File: src/rtl/alu_operand_regfile.sv
// Register file and IDLE/EXEC/WB sequencer feeding a combinational ALU.
// One instruction per three cycles; write-back is reported with a one-cycle pulse.
module alu_operand_regfile #(
  parameter int NUM_REGS = 4,
  parameter int AW       = 2
) (
  input  logic          clk,
  input  logic          rst_n,
  input  logic          instr_valid,
  output logic          instr_ready,
  input  logic          instr_ld_imm,
  input  logic [2:0]    instr_op,
  input  logic [AW-1:0] instr_rd,
  input  logic [AW-1:0] instr_rs1,
  input  logic [AW-1:0] instr_rs2,
  input  logic [7:0]    instr_imm,
  output logic [7:0]    alu_a,
  output logic [7:0]    alu_b,
  output logic [2:0]    alu_opcode,
  input  logic [7:0]    alu_result,
  output logic          wb_valid,
  output logic [AW-1:0] wb_addr,
  output logic [7:0]    wb_data,
  output logic          zero_flag,
  output logic          illegal_op,
  input  logic [AW-1:0] dbg_addr,
  output logic [7:0]    dbg_data
);

  typedef enum logic [1:0] {
    IDLE = 2'd0,
    EXEC = 2'd1,
    WB   = 2'd2
  } state_t;

  state_t        state_q, state_d;
  logic [7:0]    regs_q [NUM_REGS];
  logic          ld_imm_q;
  logic [2:0]    op_q;
  logic [AW-1:0] rd_q, rs1_q, rs2_q;
  logic [7:0]    imm_q, result_q;
  logic          wb_valid_q, zero_q, illegal_q;
  logic [AW-1:0] wb_addr_q;
  logic [7:0]    wb_data_q;
  logic          accept;

  assign accept = instr_valid && instr_ready;

  always_comb begin
    state_d     = state_q;
    instr_ready = 1'b0;
    alu_a       = 8'h00;
    alu_b       = 8'h00;
    alu_opcode  = 3'b000;
    unique case (state_q)
      IDLE: begin
        instr_ready = 1'b1;
        if (instr_valid) state_d = EXEC;
      end
      EXEC: begin
        alu_a      = regs_q[rs1_q];
        alu_b      = regs_q[rs2_q];
        alu_opcode = op_q;
        state_d    = WB;
      end
      WB:      state_d = IDLE;
      default: state_d = IDLE;
    endcase
  end

  always_ff @(posedge clk or negedge rst_n) begin
    if (!rst_n) begin
      state_q    <= IDLE;
      ld_imm_q   <= 1'b0;
      op_q       <= 3'b000;
      rd_q       <= '0;
      rs1_q      <= '0;
      rs2_q      <= '0;
      imm_q      <= 8'h00;
      result_q   <= 8'h00;
      wb_valid_q <= 1'b0;
      wb_addr_q  <= '0;
      wb_data_q  <= 8'h00;
      zero_q     <= 1'b0;
      illegal_q  <= 1'b0;
      for (int i = 0; i < NUM_REGS; i++)
        regs_q[i] <= 8'h00;
    end else begin
      state_q    <= state_d;
      wb_valid_q <= 1'b0;
      if (accept) begin
        ld_imm_q <= instr_ld_imm;
        op_q     <= instr_op;
        rd_q     <= instr_rd;
        rs1_q    <= instr_rs1;
        rs2_q    <= instr_rs2;
        imm_q    <= instr_imm;
      end
      if (state_q == EXEC) begin
        result_q <= ld_imm_q ? imm_q : alu_result;
        // Opcodes 110/111 only count as illegal on the ALU path.
        if (!ld_imm_q && op_q[2] && op_q[1])
          illegal_q <= 1'b1;
      end
      if (state_q == WB) begin
        regs_q[rd_q] <= result_q;
        wb_valid_q   <= 1'b1;
        wb_addr_q    <= rd_q;
        wb_data_q    <= result_q;
        zero_q       <= (result_q == 8'h00);
      end
    end
  end

  assign wb_valid   = wb_valid_q;
  assign wb_addr    = wb_addr_q;
  assign wb_data    = wb_data_q;
  assign zero_flag  = zero_q;
  assign illegal_op = illegal_q;
  assign dbg_data   = regs_q[dbg_addr];

endmodule

File: config.mk
export PLATFORM = sky130hd
export DESIGN_NAME = alu_operand_regfile
export DESIGN_NICKNAME = d
export VERILOG_FILES = /design/src/rtl/alu_operand_regfile.sv
export SDC_FILE = /design/constraint.sdc
export NUM_CORES = 1
export LEC_CHECK = 0
export BUFFER_PORTS_ARGS = -buffer_cell sky130_fd_sc_hd__buf_2
export CAP_MARGIN = 15
export CORE_AREA = 5 5 90 92
export DETAILED_ROUTE_END_ITERATION = 10
export DIE_AREA = 0 0 95 97
export GPL_TIMING_DRIVEN = 0
export PLACE_DENSITY = 0.76
export SLEW_MARGIN = 5
export SYNTH_ARGS = -nofsm -noshare
export SYNTH_HDL_FRONTEND = slang
export SYNTH_SLANG_ARGS = --single-unit
File: constraint.sdc
create_clock -name clk -period 2.8 [get_ports clk]
set_input_delay 0.14 -clock clk [delete_from_list [all_inputs] [get_ports clk]]
set_output_delay 0.14 -clock clk [all_outputs]
set_load 0.005 [all_outputs]
After elaboration in Yosys (flattened, before gate mapping)
Cells that the tools add are included.
{"block": "totals", "ram_bits": 0, "mem_count": 0, "latch_bits": 0, "output_inout_bits": 41, "mem_bits_ro": 0, "register_bits": 73, "word_cells": 57, "input_bits": 31}
{"block": "classes", "shifts": 0, "magnitude_cmp": 5, "div_mod_pow": 0, "add_sub_neg": 0, "bitwise_logic": 4, "mul": 0, "n_eq_ne": 3, "n_mux": 20, "n_reduce_logical": 8}
{"cell": "8-bit two-way mux", "count": 10}
{"cell": "8-bit binary-select mux with 2-bit select", "count": 3}
{"cell": "32-bit bitwise mux", "count": 1}
{"cell": "8-bit demux with 2-bit select", "count": 1}
{"cell": "3-bit greater-or-equal comparator (second input constant)", "count": 4}
{"cell": "2-bit inverter with 3-bit output", "count": 4}
{"cell": "8-bit zero test", "count": 1}
{"cell": "1-bit logical AND", "count": 4}
{"cell": "2-bit case mux with 2 select lines", "count": 1}
{"cell": "3-bit by 1-bit < comparator with 1-bit output (second input constant)", "count": 1}
{"cell": "3-bit two-way mux", "count": 1}
{"cell": "2-bit by 1-bit equality test with 1-bit output (second input constant)", "count": 1}
{"cell": "2-bit equality test (second input constant)", "count": 1}
{"cell": "2-bit zero test", "count": 1}
{"cell": "1-bit two-way mux", "count": 2}
{"cell": "2-bit two-way mux", "count": 1}
{"cell": "2-bit != test (second input constant)", "count": 1}
{"cell": "2-bit AND reduction", "count": 1}
{"cell": "1-bit zero test", "count": 1}

Depth between registers and ports, before layout
Gate-level depths: netlist (run 1).
{"block": "depth", "depth_word": 6, "mapped_depth": 6, "mapped_depth_nobuf": 4}

Least setup slack after synthesis (run 1)
OpenSTA, ideal clock, no wires.
{"block": "synth_timing", "path_type": "register to register", "start": "reg state_q[0]", "end": "reg regs_q[10] in the netlist's numbering", "period_less_slack_ns": 1.493, "path_buffers": 1, "path_slack_ns": 1.307, "arrival_ns": 1.368, "t_required_ns": 2.675, "path_stages_with_launch": 5, "setup_time_ns": 0.125, "cell_sequence": "dfrtp_1 > nand2b_1 > buf_2 > nor3b_4 > mux2_2"}
{"block": "synth_between", "elab_chain_cells": 1}
{"element": "from (decl)", "line": "36", "rtl": "state_t state_q, state_d;"}
{"element": "from (signal assigned)", "line": "89", "rtl": "state_q <= state_d;"}
{"element": "2-bit equality test", "line": "105", "rtl": "if (state_q == WB) begin"}
{"element": "to (signal, indexed assignment)", "line": "106", "rtl": "regs_q[rd_q] <= result_q;"}
{"element": "to (decl)", "line": "37", "rtl": "logic [7:0] regs_q [NUM_REGS];"}
Every way passes these cells.
A chain may end at the register's enable or synchronous reset.

Worst setup path after layout (run 1)
{"block": "layout_timing", "start": "reg rs1_q[1]", "end": "out alu_a[2]"}
{"block": "layout_between", "elab_chain_cells": 5}
{"element": "from (decl)", "line": "40", "rtl": "logic [AW-1:0] rd_q, rs1_q, rs2_q;"}
{"element": "from (signal assigned)", "line": "95", "rtl": "rs1_q <= instr_rs1;"}
{"element": "2-bit inverter with 3-bit output (not written as such)", "line": "61", "rtl": "alu_a = regs_q[rs1_q];"}
{"element": "8-bit binary-select mux with 2-bit select", "line": "61"}
{"element": "8-bit two-way mux (not written as such) (2 in series)", "line": "61"}
{"element": "8-bit two-way mux", "line": "55", "rtl": "unique case (state_q)"}
{"element": "to (decl)", "line": "17", "rtl": "output logic [7:0] alu_a,"}
Every way passes these cells. The select of a mux whose other input is x is not followed.

==> results of run 1 <==
-- report_power, final --
part           leakage, nW  switching [mW]  internal [mW]
clock               0.0956           0.375          0.339
combinational         1.01           0.516          0.851
sequential           0.902           0.409           1.48
-- layout by cell type, fill, tap and decap left out, types with 2 or more instances in the layout --
master,synthesis,final
sky130_fd_sc_hd__buf_2,5,73
sky130_fd_sc_hd__dfrtp_1,73,73
sky130_fd_sc_hd__mux2_2,50,50
sky130_fd_sc_hd__nand2_1,39,39
sky130_fd_sc_hd__mux4_2,24,24
sky130_fd_sc_hd__and2_1,20,20
sky130_fd_sc_hd__clkbuf_8,0,10
sky130_fd_sc_hd__mux2i_1,8,8
sky130_fd_sc_hd__o21ai_0,8,8
sky130_fd_sc_hd__clkbuf_1,5,5
sky130_fd_sc_hd__clkinv_2,0,5
sky130_fd_sc_hd__buf_1,4,4
sky130_fd_sc_hd__inv_1,3,3
sky130_fd_sc_hd__buf_4,2,3
sky130_fd_sc_hd__nand2b_1,2,2
sky130_fd_sc_hd__nor4_1,2,2
-- timing repair --
item	4_1_cts	5_1_grt
hold buffers	1	0
hold endpoints to repair	73	0
buffers inserted	0	0
-- stage by stage --
stage	area (um2)	power (mW)	worst slack, ns
after floorplan	3508	2.742	1.307
after global placement	3978	3.203	1.134
after detailed placement	4008	3.292	1.099
after CTS	4189	4.020	0.7527
after global routing	4189	4.245	0.5659
final	4189	3.970	0.8124
-- layer usage --
metal  global-route usage  part of all wire
met5                    0                 0
met2               0.2880              0.49
met1               0.2397              0.42
met4              0.07325             0.015
met3              0.04034             0.069
-- final timing paths --
check	startpoint	end	slack (ns)	cells past startpoint
max in group asynchronous	rst_n	regs_q[6]	2.11	3
worst max-delay path	rs1_q[1]	alu_a[2]	0.81	4
worst min register to register	wb_data[5]	wb_data[5]	0.48	2
worst max register to register	state_q[0]	regs_q[14]	1.05	4
min in group asynchronous	rst_n	regs_q[29]	0.15	2
worst min-delay path	instr_ld_imm	ld_imm_q	0.03	2
-- flip-flops by register name, summed over array words and instances, names as in the netlist, 2 cells and up --
signal    cells
op_q          3
wb_addr       2
state_q       2
rs1_q         2
wb_data       8
rd_q          2
result_q      8
regs_q       32
rs2_q         2
imm_q         8
-- critical path, delay by kind of cell, from the launching register on --
kind / cells / cell delay [ns]
buffers and inverters: 2 / 0.60
flip-flops: 1 / 0.32
multiplexers: 1 / 0.42
AND/OR/NAND/NOR: 1 / 0.17
-- cell families (layout without fill, tap and decap cells) --
group / after synthesis / count (layout) / share of synthesized area
mux: 82 / 82 / 0.3374
flops: 73 / 73 / 0.5207
simple gates: 70 / 70 / 0.1038
buf+inv: 19 / 106 / 0.02425
compound gates: 9 / 9 / 0.01391
-- final cells by class --
type	instances	area (um2)	area share
flip-flops and latches	73	1827	0.4361
clock inverters	6	33.78	0.008065
plain buffers	16	73.82	0.01762
well taps	99	123.9	0.02957
clock buffers	10	137.6	0.03286
multi-input cells	161	1597	0.3811
inverters	3	11.26	0.002688
repair buffers	71	385.4	0.09200
==> results_tabular.tex, run 1 <==
\begin{tabular}{lr}
\hline
Metric & Value \\
\hline
\multicolumn{2}{l}{\textbf{Route}} \\
Final routed DRC violation total & 0 \\
DR WL/cell & 17.68 um \\
Iteration-0 DRC count of the detailed router & 93 \\
Post-detailed-route via-to-cell ratio & 5.364 \\
Detailed-routing iteration count for the pre-antenna-repair pass & 4 \\
Detailed-route via count & 2,355 \\
DRT antenna net count & 0 \\
Total wire length after detailed routing & 7761 um \\
\multicolumn{2}{l}{\textbf{Logic synthesis}} \\
Synth top cells by count & sky130\_fd\_sc\_hd\_\_dfrtp\_1, sky130\_fd\_sc\_hd\_\_mux2\_2, sky130\_fd\_sc\_hd\_\_nand2\_1, sky130\_fd\_sc\_hd\_\_mux4\_2, sky130\_fd\_sc\_hd\_\_and2\_1 \\
Number of enable flip-flop cells after synthesis & 0 \\
Netlist Area Pre-Place & 3508 um2 \\
Most area-hungry cell type in the Yosys netlist & sky130\_fd\_sc\_hd\_\_dfrtp\_1 \\
Yosys warns & 0 \\
Top FF cell, synth & sky130\_fd\_sc\_hd\_\_dfrtp\_1 \\
Top area cells in the synthesized netlist & sky130\_fd\_sc\_hd\_\_dfrtp\_1, sky130\_fd\_sc\_hd\_\_mux2\_2, sky130\_fd\_sc\_hd\_\_mux4\_2 \\
Part of the Yosys area used for sequential elements & 0.5207 \\
Syn Inst Count & 253 \\
Flip-flop and latch count after synthesis & 73 \\
Synthesized area per cell & 13.87 um2 \\
Synthesized Nets & 284 \\
Proportion of synthesized flip-flops having asynchronous set or reset & 1.000 \\
Post-synth top area share & 0.5207 \\
Number of library cell types mapped by synthesis & 22 \\
Most frequent cell after synthesis & sky130\_fd\_sc\_hd\_\_dfrtp\_1 \\
\multicolumn{2}{l}{\textbf{Placement}} \\
Detailed-placement wirelength estimate & 5501 um \\
Placed Cells & 422 \\
GPL Wtd Cong & 0.7729 \\
Number of buffers added on ports & 69 \\
\multicolumn{2}{l}{\textbf{Floorplan}} \\
Starting density of the core & 0.4916 \\
Number of I/O pins & 72 \\
Row count & 31 \\
Chip width & 95 um \\
Core footprint & 7137 um2 \\
Area enclosed by the die boundary & 9215 um2 \\
Die H & 97 um \\
\multicolumn{2}{l}{\textbf{Pwr}} \\
PwrDens & 947.8 nW/um2 \\
Largest voltage drop on the vdd net & 0.0004077 V \\
Leakage power summed over all cells & 2.008 nW \\
\multicolumn{2}{l}{\textbf{Critical path}} \\
Kind of end point of the critical path & output pin \\
Biggest cell delay along the critical path & 0.48 ns \\
Critical path's slowest cell & sky130\_fd\_sc\_hd\_\_buf\_1 \\
Startpoint-to-endpoint class of the critical path & flop to output pin \\
Crit path arrival time & 1.85 ns \\
Startpoint type of the worst setup path & flop \\
Series of cell instances along the critical path & buf\_1 > mux4\_2 > and2\_1 > buf\_2 \\
Data required time at the worst endpoint & 2.66 ns \\
Maximum fanout along the worst path & 9 \\
\multicolumn{2}{l}{\textbf{Clocking}} \\
CTS H-Tree Depth & 3 \\
Buffer levels on the longest clock path & 2 \\
CTS tree & done \\
Post-CTS resize count & 0 \\
Number of buffers created by CTS & 9 \\
Later-pin clock latency in the skew report & 0.34 ns \\
Clk root buf & sky130\_fd\_sc\_hd\_\_clkbuf\_8 \\
Clock transition at the register clock pins on the worst setup and hold paths after CTS & 0.07 ns \\
Clock sink total & 73 \\
\multicolumn{2}{l}{\textbf{STA}} \\
Hold Vio Cnt, Final & 0 \\
Layout Skew & 0.006933 ns \\
Final period util & 0.7098 \\
Endpoints failing setup & 0 \\
Sum Neg Setup Slack & 0 ns \\
Worst-Margin Slew & 0.6443 ns \\
Post-layout minimum cycle time & 1.988 ns \\
Final Hold Slack & 0.02822 ns \\
FMAX & 503.1 MHz \\
Relative slew slack & 0.5705 \\
Fin. max-slew vios & 0 \\
RSZ-0062 raised after global routing & no \\
\multicolumn{2}{l}{\textbf{Global route}} \\
Pin count of the biggest net entering global routing & 70 \\
Total track usage & 0.1814 \\
Overall overflow remaining after global route & 0 \\
Antenna violations before repair & 0 \\
Number of global-route vias before repair & 2,559 \\
Wire length of the first global-routing pass & 12,760 um \\
\multicolumn{2}{l}{\textbf{Run status}} \\
Status & finished clean \\
\multicolumn{2}{l}{\textbf{Finish}} \\
Growth of design area from synthesis to finish & 19.40\% \\
Final Net Count & 366 \\
Count of filler cells inserted in the layout & 637 \\
Antenna diode count & 0 \\
Number of cells in the finished layout apart from fillers & 439 \\
Utilization of the core after routing & 0.5870 \\
Fraction of layout cells with a size suffix above 1 & 0.5059 \\
\multicolumn{2}{l}{\textbf{Job}} \\
Number of violations of the max-capacitance limit & 0 \\
\multicolumn{2}{l}{\textbf{Worst hold path}} \\
Tightest Hold Check Type & primary input to flop \\
\hline
\end{tabular}
Power figures use the tool's default switching activity.
==> inputs of run 2 (changes only) <==
==> constraint.sdc (replaced) <==
create_clock -name clk -period 2 [get_ports clk]
set_input_delay 0.1 -clock clk [delete_from_list [all_inputs] [get_ports clk]]
set_output_delay 0.1 -clock clk [all_outputs]
set_load 0.005 [all_outputs]
==> run 2 against run 1 <==
Net effect:
- final area is 4.3% higher
- setup slack worse by 0.67 ns
- critical path depth is the same
- cell count is 3.6% higher
- non-clock buffer count grew 16
- global-route usage increased by 0.38 points
- flip-flop and latch count is the same
- critical endpoint is now alu_a[0]
==> results_tabular.tex, run 2 (same netlist as run 1, synthesis figures left out) <==
\begin{tabular}{lr}
\hline
Metric & Value \\
\hline
\multicolumn{2}{l}{\textbf{Run status}} \\
Status & finished clean \\
\multicolumn{2}{l}{\textbf{Global route}} \\
Pin count of the biggest net entering global routing & 70 \\
Total track usage & 0.1852 \\
Antenna violations before repair & 0 \\
Number of global-route vias before repair & 2,609 \\
Overall overflow remaining after global route & 0 \\
Wire length of the first global-routing pass & 13,050 um \\
\multicolumn{2}{l}{\textbf{Floorplan}} \\
Row count & 31 \\
Die H & 97 um \\
Number of I/O pins & 72 \\
Chip width & 95 um \\
Area enclosed by the die boundary & 9215 um2 \\
Core footprint & 7137 um2 \\
Starting density of the core & 0.4916 \\
\multicolumn{2}{l}{\textbf{Critical path}} \\
Endpoint of the worst-slack reg-to-reg timing path & regs\_q[14] \\
Register-to-register setup slack & 0.25 ns \\
Series of cell instances along the critical path & clkbuf\_4 > mux4\_2 > and2\_1 > buf\_2 \\
Worst reg2reg path startpoint & state\_q[0] \\
Biggest cell delay along the critical path & 0.54 ns \\
Capturing element of the worst setup path & alu\_a[0] \\
Startpoint type of the worst setup path & flop \\
Critical Path Source & rs1\_q[0] \\
Startpoint-to-endpoint class of the critical path & flop to output pin \\
Crit path arrival time & 1.76 ns \\
Kind of end point of the critical path & output pin \\
Critical path's slowest cell & sky130\_fd\_sc\_hd\_\_mux4\_2 \\
R2R depth & 4 \\
Data required time at the worst endpoint & 1.90 ns \\
Maximum fanout along the worst path & 9 \\
\multicolumn{2}{l}{\textbf{Pwr}} \\
Largest voltage drop on the vdd net & 0.0005719 V \\
Leakage power summed over all cells & 2.089 nW \\
Internal power & 3.763 mW \\
Clock Power Share & 0.179 \\
Switching power total & 1.824 mW \\
PwrDens & 1279 nW/um2 \\
Sequential group share of total power & 0.480 \\
Switching share of total power & 0.3265 \\
Fraction of power consumed by combinational cells & 0.341 \\
\multicolumn{2}{l}{\textbf{Route}} \\
Post-detailed-route via-to-cell ratio & 5.273 \\
Final routed DRC violation total & 0 \\
Iteration-0 DRC count of the detailed router & 142 \\
DR WL/cell & 17.37 um \\
DRT antenna net count & 0 \\
Detailed-routing iteration count for the pre-antenna-repair pass & 4 \\
Detailed-route via count & 2,399 \\
Total wire length after detailed routing & 7902 um \\
\multicolumn{2}{l}{\textbf{Job}} \\
Number of violations of the max-capacitance limit & 0 \\
\multicolumn{2}{l}{\textbf{Placement}} \\
Placed Cells & 422 \\
Number of buffers added on ports & 69 \\
GPL Wtd Cong & 0.7729 \\
Detailed-placement wirelength estimate & 5501 um \\
Worst Setup Slack post-DPL & 0.2991 ns \\
\multicolumn{2}{l}{\textbf{Clocking}} \\
CTS tree & done \\
Later-pin clock latency in the skew report & 0.34 ns \\
Total setup buffers inserted after CTS & 0 \\
Clk root buf & sky130\_fd\_sc\_hd\_\_clkbuf\_8 \\
Number of buffers created by CTS & 9 \\
Buffer levels on the longest clock path & 2 \\
Clock transition at the register clock pins on the worst setup and hold paths after CTS & 0.07 ns \\
Clock sink total & 73 \\
CTS H-Tree Depth & 3 \\
\multicolumn{2}{l}{\textbf{STA}} \\
Relative slew slack & 0.5625 \\
Fin. max-slew vios & 0 \\
Worst-Margin Slew & 0.6562 ns \\
Hold Vio Cnt, Final & 0 \\
Setup WS post-layout & 0.1430 ns \\
FMAX & 538.5 MHz \\
Sum Neg Setup Slack & 0 ns \\
Endpoints failing setup & 0 \\
Layout Skew & 0.006701 ns \\
Post-layout minimum cycle time & 1.857 ns \\
Final period util & 0.9285 \\
Final Hold Slack & 0.04973 ns \\
RSZ-0062 raised after global routing & no \\
\multicolumn{2}{l}{\textbf{Worst hold path}} \\
Worst hold path depth & 3 \\
Tightest Hold Check Type & primary input to flop \\
\multicolumn{2}{l}{\textbf{Finish}} \\
Register name with the most flops & regs\_q \\
Commonest non-fill, non-tap cell in the layout & sky130\_fd\_sc\_hd\_\_dfrtp\_1 \\
Count of filler cells inserted in the layout & 622 \\
Most frequent cells in the layout & sky130\_fd\_sc\_hd\_\_dfrtp\_1, sky130\_fd\_sc\_hd\_\_buf\_2, sky130\_fd\_sc\_hd\_\_mux2\_2 \\
Fraction of layout cells with a size suffix above 1 & 0.4888 \\
Area occupied by registers & 1827 um2 \\
Final Net Count & 382 \\
Antenna diode count & 0 \\
Utilization of the core after routing & 0.6122 \\
Growth of design area from synthesis to finish & 24.54\% \\
Footprint of the multi-input gates & 1597 um2 \\
Number of flip-flops under the largest register name & 32 \\
Number of cells in the finished layout apart from fillers & 455 \\
\hline
\end{tabular}
==> run 2: how the worst min path moves through the flow <==
stage | startpoint | end
after global placement | instr_imm[2] | imm_q[2]
after global routing | alu_result[1] | result_q[1]
final | alu_result[2] | result_q[2]
after detailed placement | rst_n | regs_q[29]
after CTS | instr_imm[1] | imm_q[1]
after floorplan | rst_n | illegal_op
==> run 2: repair_timing <==
item                       CTS  global route
hold endpoints to repair    90             1
gates cloned                 0             0
hold buffers                18             1
resized for setup            1             4
setup endpoints to repair    2            13
==> run 2: area by class of cell <==
type,instances,share of cell area
Buffer,14,0.01690
Clock inverter,6,0.007732
Multi-Input combinational cell,161,0.3654
Timing Repair Buffer,89,0.1294
Inverter,3,0.002577
Tap cell,99,0.02835
Sequential cell,73,0.4181
Clock buffer,10,0.03150
==> run 2: per-stage QoR <==
step / total power, mW / cell area, um2
2_1_floorplan: 3.839 / 3508
3_3_place_gp: 4.485 / 3978
3_5_place_dp: 4.609 / 4008
4_1_cts: 5.654 / 4360
5_1_grt: 5.973 / 4369
6_report: 5.587 / 4369
==> run 2: critical path: cells and delay by family (launching register included) <==
family / cells / cell delay (ns)
simple gates: 1 / 0.17
buf+inv: 2 / 0.37
flops: 1 / 0.33
mux: 1 / 0.54
==> run 2: power by group through the flow <==
stage | clock network [mW] | registers, mW | logic [mW]
final | 0.999 | 2.68 | 1.90
after global routing | 1.10 | 2.78 | 2.09
after CTS | 1.04 | 2.64 | 1.98
after detailed placement | 0 | 2.66 | 1.95
after floorplan | 0 | 2.47 | 1.37
after global placement | 0 | 2.60 | 1.88
==> run 2: per-layer routing <==
layer  part of all wire  up-vias  wire (um)  global-route usage
met5                  0        -          0                   0
li1                   -     1104          -                   -
met3              0.054       13        424             0.03569
met4              0.017        0        137             0.07325
met1               0.43     1211       3392              0.2441
met2               0.50       71       3947              0.2993
